--- config.mk ---
export PLATFORM = sky130hd
export DESIGN_NAME = id_reg_buf
export DESIGN_NICKNAME = d
export VERILOG_FILES = /design/src/rtl/id_reg_buf.sv
export SDC_FILE = /design/constraint.sdc
export NUM_CORES = 1
export LEC_CHECK = 0
export ABC_AREA = 1
export BUFFER_PORTS_ARGS = -buffer_cell sky130_fd_sc_hd__buf_2
export CORE_AREA = 4 4 321 323
export CTS_BUF_LIST = sky130_fd_sc_hd__clkbuf_4 sky130_fd_sc_hd__clkbuf_8 sky130_fd_sc_hd__clkbuf_16
export CTS_CLUSTER_DIAMETER = 100
export CTS_CLUSTER_SIZE = 30
export DETAILED_ROUTE_END_ITERATION = 16
export DIE_AREA = 0 0 325 327
export MAX_ROUTING_LAYER = met4
export PLACE_DENSITY = 0.6
export SLEW_MARGIN = 5
export SYNTH_ARGS = -nofsm -noshare
export SYNTH_HDL_FRONTEND = slang
export SYNTH_SLANG_ARGS = --single-unit
--- constraint.sdc ---
create_clock -name clk -period 22 [get_ports clk]
set_input_delay 0 -clock clk [delete_from_list [all_inputs] [get_ports clk]]
set_output_delay 0 -clock clk [all_outputs]
set_load 0.005 [all_outputs]
--- src/rtl/id_reg_buf.sv ---
// Two-entry decode -> register-read skid buffer with exception drain control.
// Optional perf counters are enabled by defining ID_REG_BUF_PERF_EN.
module id_reg_buf #(
    parameter int PAYLOAD_W = 384
) (
    input  logic                 clk,
    input  logic                 rst,
    input  logic                 flush,
    input  logic                 id_readygo,
    output logic                 id_allowin,
    input  logic [PAYLOAD_W-1:0] id_payload,
    input  logic                 id_excp_flag,
    input  logic [4:0]           id_rj0,
    input  logic [4:0]           id_rj1,
    input  logic [4:0]           id_rk0,
    input  logic [4:0]           id_rk1,
    input  logic [4:0]           id_rd0,
    input  logic [4:0]           id_rd1,
    input  logic                 reg_allowin,
    output logic                 reg_readygo,
    output logic [PAYLOAD_W-1:0] id_reg_payload,
    output logic                 id_reg_excp_flag,
    output logic [4:0]           id_reg_rj0,
    output logic [4:0]           id_reg_rj1,
    output logic [4:0]           id_reg_rk0,
    output logic [4:0]           id_reg_rk1,
    output logic [4:0]           id_reg_rd0,
`ifdef ID_REG_BUF_PERF_EN
    output logic [4:0]           id_reg_rd1,
    output logic [31:0]          perf_bubble_cnt,
    output logic [31:0]          perf_backpressure_cnt
`else
    output logic [4:0]           id_reg_rd1
`endif
);

    typedef enum logic {
        NORMAL = 1'b0,
        DRAIN  = 1'b1
    } state_t;

    // Side-band per entry: {excp, rj0, rj1, rk0, rk1, rd0, rd1}
    localparam int META_W = 31;

    state_t            state_q, state_d;
    logic              head_q, head_d;
    logic [1:0]        count_q, count_d;
    logic              push, pop, wr_idx;
    logic [META_W-1:0] wr_meta, rd_meta;
    logic [PAYLOAD_W-1:0] rd_payload;

    logic [PAYLOAD_W-1:0] payload_q [2];
    logic [META_W-1:0]    meta_q    [2];

    assign id_allowin  = (count_q != 2'd2) && (state_q == NORMAL) && !flush;
    assign reg_readygo = (count_q != 2'd0);
    assign push        = id_readygo && id_allowin;
    assign pop         = reg_readygo && reg_allowin;
    // Only one slot can be free when push and pop coincide, so head+count always lands on it.
    assign wr_idx      = head_q ^ count_q[0];
    assign wr_meta     = {id_excp_flag, id_rj0, id_rj1, id_rk0, id_rk1, id_rd0, id_rd1};

    generate
        for (genvar gi = 0; gi < 2; gi++) begin : g_slot
            always_ff @(posedge clk) begin
                if (push && !rst && (wr_idx == gi[0])) begin
                    payload_q[gi] <= id_payload;
                    meta_q[gi]    <= wr_meta;
                end
            end
        end
    endgenerate

    always_comb begin
        state_d = state_q;
        head_d  = head_q;
        count_d = count_q;
        if (flush) begin
            state_d = NORMAL;
            count_d = 2'd0;
        end else begin
            if (pop) begin
                head_d = ~head_q;
            end
            if (push && !pop) begin
                count_d = count_q + 2'd1;
            end else if (pop && !push) begin
                count_d = count_q - 2'd1;
            end
            if (push && id_excp_flag) begin
                state_d = DRAIN;
            end else if ((state_q == DRAIN) && pop && (count_q == 2'd1)) begin
                state_d = NORMAL;
            end
        end
    end

    always_ff @(posedge clk) begin
        if (rst) begin
            state_q <= NORMAL;
            head_q  <= 1'b0;
            count_q <= 2'd0;
        end else begin
            state_q <= state_d;
            head_q  <= head_d;
            count_q <= count_d;
        end
    end

    // Empty buffer presents all-zero fields so hazard logic only ever sees x0.
    assign rd_payload = reg_readygo ? payload_q[head_q] : '0;
    assign rd_meta    = reg_readygo ? meta_q[head_q]    : '0;

    assign id_reg_payload   = rd_payload;
    assign id_reg_excp_flag = rd_meta[30];
    assign id_reg_rj0       = rd_meta[29:25];
    assign id_reg_rj1       = rd_meta[24:20];
    assign id_reg_rk0       = rd_meta[19:15];
    assign id_reg_rk1       = rd_meta[14:10];
    assign id_reg_rd0       = rd_meta[9:5];
    assign id_reg_rd1       = rd_meta[4:0];

`ifdef ID_REG_BUF_PERF_EN
    logic [31:0] bubble_q, bubble_d;
    logic [31:0] bp_q, bp_d;

    assign bubble_d = bubble_q + {31'd0, (count_q == 2'd0)};
    assign bp_d     = bp_q + {31'd0, (reg_readygo && !reg_allowin)};

    always_ff @(posedge clk) begin
        if (rst) begin
            bubble_q <= 32'd0;
            bp_q     <= 32'd0;
        end else begin
            bubble_q <= bubble_d;
            bp_q     <= bp_d;
        end
    end

    assign perf_bubble_cnt       = bubble_q;
    assign perf_backpressure_cnt = bp_q;
`endif

endmodule

---- Word level (Yosys, flattened, before mapping) ----
Memories as Yosys holds them, arrays and structs flattened. A register that Yosys moved wholly into a read port is not among the register bits.
Index checks and enable logic that the tools add are counted.
storage, ports and cells
  register bits after elaboration ......... 4
  latch bits .............................. 0
  memory bits (writable) .................. 830
  ROM bits ................................ 0
  input port bits ......................... 420
  output and inout bits ................... 417
  logic and storage cells ................. 57
  memories kept ........................... 2
memory list
  memory     depth  bits a word  rd ports  clocked after memory_dff  wr ports  RTL line  RTL
  payload_q  2      384          1         1                         1         52        logic [PAYLOAD_W-1:0] payload_q [2];
  meta_q     2      31           1         1                         1         53        logic [META_W-1:0] meta_q [2];
operators by class
  add/subtract/negate cells ............... 2
  $mul .................................... 0
  div/mod/pow operators ................... 0
  magnitude comparators ................... 0
  equal/unequal tests ..................... 2
  shift-type cells ........................ 0
  mux-type cells .......................... 20
  bitwise gates (word level) .............. 5
  reduce and logical (&&, ||, !) cells .... 23
operators with widths
  operator             count
  $mux 384             2
  $reduce_or 384->1    1
  $mux 31              2
  $reduce_or 31->1     1
  $mux 1               14
  $logic_and 1x1->1    12
  $reduce_bool 2->1    3
  $logic_not 1->1      4
  $mux 2               2
  $not 1->1            4
  $add 2x1->2 const B  1
  $eq 2x1->1 const B   1
  $ne 2x2->1 const B   1
  $reduce_and 2->1     1
  $reduce_or 2->1      1
  $sub 2x1->2 const B  1
  $xor 1x1->1          1

---- Longest topological paths before layout ----
  depth after elaboration ................. 10
  gate-level depth with buffers ........... 10

---- Worst setup path before layout ----
OpenSTA, ideal clock, no wires.
  path type ............................... register to register
  start point ............................. register count_q[0]
  end point ............................... memory meta_q[0][0] (enable)
  setup time .............................. 1.203 ns
  arrival ................................. 18.186 ns
  data required time ...................... 20.797 ns
  path slack .............................. 2.612 ns
  cell stages (with the launch flop) ...... 6
  buffers on the path ..................... 0
  cell sequence ........................... dfxtp_1 inv_1 ha_1 nor3_1 nand3_1 nor2_1
on the way
  word-level cells in the longest chain between the ends .. 10
  elaborated cells between the ends (all ways) .. 16
  classes of those cells .................. 1 x eq/ne; 6 x mux; 2 x bitwise; 7 x reduce/logical
RTL lines
  what                               RTL line  RTL
  from (decl)                        47        logic [1:0] count_q, count_d;
  from (signal assigned)             106       count_q <= count_d;
  $ne 2x2->1 *                       55        assign id_allowin = (count_q != 2'd2) && (state_q == NORMAL) && !flush;
  $logic_and 1x1->1 * (2 in series)  55
  net id_allowin                     10        output logic id_allowin,
  $logic_and 1x1->1 *                57        assign push = id_readygo && id_allowin;
  $logic_and 1x1->1 *                66        if (push && !rst && (wr_idx == gi[0])) begin
  $logic_and 1x1->1                  66
  $mux 1                             66
  $mux 1 (implied by the code)       68        meta_q[gi] <= wr_meta;
  $reduce_or 31->1 (no source line)  -
  $mux 1 (no source line)            -
  to (decl)                          53
The timed path passes the listed nets; every way through them passes the cells marked *.

---- Final worst setup path ----
  start point ............................. register count_q[0]
  end point ............................... memory payload_q[1][151] (enable)
on the way
  word-level cells in the longest chain between the ends .. 10
  elaborated cells between the ends (all ways) .. 16
  classes of those cells .................. 1 x eq/ne; 6 x mux; 2 x bitwise; 7 x reduce/logical
RTL lines
  what                                RTL line  RTL
  $ne 2x2->1                          55
  $logic_and 1x1->1 (2 in series)     55
  $logic_and 1x1->1                   57
  $logic_and 1x1->1 (2 in series)     66
  $mux 1                              66
  $mux 1 (implied by the code)        67        payload_q[gi] <= id_payload;
  $reduce_or 384->1 (no source line)  -
  $mux 1 (no source line)             -
  to (decl)                           52
Several ways; a longest one is shown, not always the timed one.

==> flow_metrics.py <==
metrics = {
    "logic_synthesis": {
        "ys.flop_type": "edfxtp_1",
        "synth.top_cell.area_share": 0.792,
        "yosys.area.top_type": "edfxtp_1",
        "netlist_top_cells_count": "edfxtp_1, nor2_1, o21ai_0",
        "synth_nets": 2679,
        "netlist_area_um2": 31500,
        "yosysUniqueCellTypes": 25,
        "synth_seq_cells": 835,
        "synth.area.top_cells": "edfxtp_1, nor2_1, o21ai_0, buf_6, o21ai_1",
        "synthArstFlopShare": 0,
        "yosysMostFrequentCell": "edfxtp_1",
        "ys_seq_area_frac": 0.795,
        "synth_warnings": 0,
        "syn-instance-count": 2255,
        "synth_edf_count": 830,
        "syn_avg_cell_area_um2": 14.0,
    },
    "detailed_routing": {
        "post-route-drc-count": 0,
        "route.top_layer_used": "met4",
        "ant_nets": 0,
        "avgRoutedWirePerCell_um": 19.2,
        "routed_wl_mm": 91.2,
        "vias_per_cell": 4.61,
        "drt_iter0_drc": 1767,
        "vias": 21924,
        "route.met3.wl_mm": 6.30,
        "met1_length_mm": 34.8,
        "met2_length_mm": 46.1,
        "first_pass_iters": 5,
    },
    "global_routing": {
        "grt_pass1_vias": 22019,
        "grt_antenna_before_repair": 9,
        "grt_max_degree": 193,
        "grt_use_total": 0.167,
        "grt_pass1_wl_mm": 134,
        "overflow": 0,
    },
    "timing": {
        "tightest_slew_ns": 1.31,
        "rsz0062_at_grt": "no",
        "fin_skew_ns": 0.0266,
        "hold_violations": 0,
        "min_period_over_period": 0.216,
        "maxSlewViolCount": 0,
        "fmax_mhz": 210,
        "fin_tns_setup_ns": 0,
        "slew_headroom": 0.124,
        "setup_violations": 0,
        "fin_crit_ns": 4.75,
    },
    "clocking": {
        "clockBufferDepth": 3,
        "clk_latency_ns": 0.62,
        "cts.sinks": 835,
        "cts_tree": "built",
        "h-tree-depth": 2,
        "hold_buffers": 424,
        "cts_setup_buffers": 0,
        "cts_root_buf": "clkbuf_16",
        "numCtsBuffers": 35,
        "cts-resized-gates": 0,
        "cts.reportedPaths.clkPinSlew_ns": 0.11,
    },
    "worst_setup_path": {
        "setup.worst_path.start_class": "register",
        "crit_required_ns": 22.24,
        "crit_chain": "inv_1, ha_1, nor3_1, nand3_1, nor2_4, buf_4, buf_4, buf_4",
        "reg2reg_depth": 8,
        "cp.arrival_ns": 4.99,
        "cpMostUsedCell": "buf_4",
        "cp_max_fo": 74,
        "endpoint_kind": "register",
        "max_stage_delay_ns": 0.90,
        "worstSetupPathType": "register to register",
        "critPathSlowestCell": "buf_4",
    },
    "floorplanning": {
        "ioPinCount": 837,
        "dieArea_um2": 106000,
        "die_h_um": 327,
        "fp.dieW_um": 325,
        "num_rows": 116,
        "core-area_um2": 99900,
        "start_util": 0.315,
    },
    "pwr": {
        "p_leak_uw": 0.0167,
        "powerDensity_nw_per_um2": 70.0,
        "ir_drop_mv": 0.0528,
        "power_uw": 2930,
    },
    "min_path": {
        "hold_depth": 2,
        "hp-class": "input pin to register",
    },
    "placed_design": {
        "dp_hpwl_mm": 58.3,
        "io_buffers": 836,
        "dp_cells": 4275,
        "gp_congestion": 0.865,
    },
    "layout": {
        "area_delta_synth_final_pct": 33.1,
        "final_cell_count_no_fill": 4758,
        "drive_above_1_share": 0.271,
        "fin_nets": 3862,
    },
    "flow_run": {
        "drv_cap": 0,
    },
    "run_status": {
        "status": "finished, final reports clean",
    },
}
-- worst max-delay path, delay by kind of cell (launching register included) --
family,cells,cell delay (ns)
flops,1,0.42
fa+ha+maj,1,0.22
buf+inv,4,2.41
simple gates,3,1.08
-- per-layer routing --
metal / track usage / vias to the layer above
li1: - / 10310
met1: 0.192 / 10585
met2: 0.285 / 861
met3: 0.0368 / 168
met4: 0.0687 / 0
met5: - / -
-- state kept, by name, summed over array words and instances (netlist names), named ones only --
| register | cells |
|---|---|
| meta_q | 62 |
| payload_q | 768 |
| state_q | 1 |
| head_q | 1 |
| count_q | 2 |
-- cells in the final DEF (no fill, tap or decap), drive strengths merged --
| cell type | instances |
|---|---|
| a21oi | 2 |
| dfxtp | 5 |
| o21ai | 416 |
| xnor2 | 2 |
| edfxtp | 830 |
| nand2 | 5 |
| clkinv | 2 |
| ha | 4 |
| nand3 | 3 |
| nand4 | 1 |
| nor3 | 1 |
| diode | 8 |
| and3 | 1 |
| bufinv | 1 |
| dlygate4sd3 | 424 |
| xor2 | 1 |
| clkbuf | 43 |
| buf | 859 |
| inv | 15 |
| nor2 | 837 |
-- cell families (layout without fill, tap and decap cells) --
logic type,after synthesis,count (layout),synth area share
other cells,0,8,0
compound gates,418,418,0.0665
fa+ha+maj,4,4,0.00159
buf+inv,147,1344,0.0327
xor+xnor,3,3,0.000835
simple gates,848,848,0.103
flops,835,835,0.795
-- final timing paths --
path,start,endpoint,slack (ns)
max reg2reg,count_q[0],payload_q[1][151],17.25
min,id_payload[350],payload_q[1][350],0.10
min reg2reg,head_q,head_q,0.57
max,count_q[0],payload_q[1][151],17.25
-- through the flow --
step | utilization | cell area, um2 | hold WS (ns) | setup WS, ns
2_1_floorplan | - | 31500 | 0.0416 | 2.61
3_3_place_gp | 0.366 | 36500 | 0.188 | 17.22
3_5_place_dp | 0.366 | 36500 | 0.191 | 17.23
4_1_cts | 0.419 | 41800 | 0.0359 | 17.19
5_1_grt | 0.419 | 41900 | 0.0648 | 16.86
6_report | 0.419 | 41900 | 0.100 | 17.25
-- report_power, final --
| part | switching, uW | total [uW] | internal [uW] |
|---|---|---|---|
| Combinational | 182 | 318 | 136 |
| Clock | 481 | 813 | 332 |
| Sequential | 9.19 | 1800 | 1790 |
| Total | 672 | 2930 | 2260 |
-- layout make-up --
type / instances / area [um2]
Fill cell: 9124 / 58000
Antenna cell: 8 / 20.0
Clock buffer: 43 / 953
Inverter: 10 / 61.3
Tap cell: 1298 / 1620
Multi-Input combinational cell: 1273 / 5430
Sequential cell: 835 / 25000
Clock inverter: 8 / 128
Timing Repair Buffer: 1283 / 8630
No activity file was read; power rests on OpenSTA's default activity.
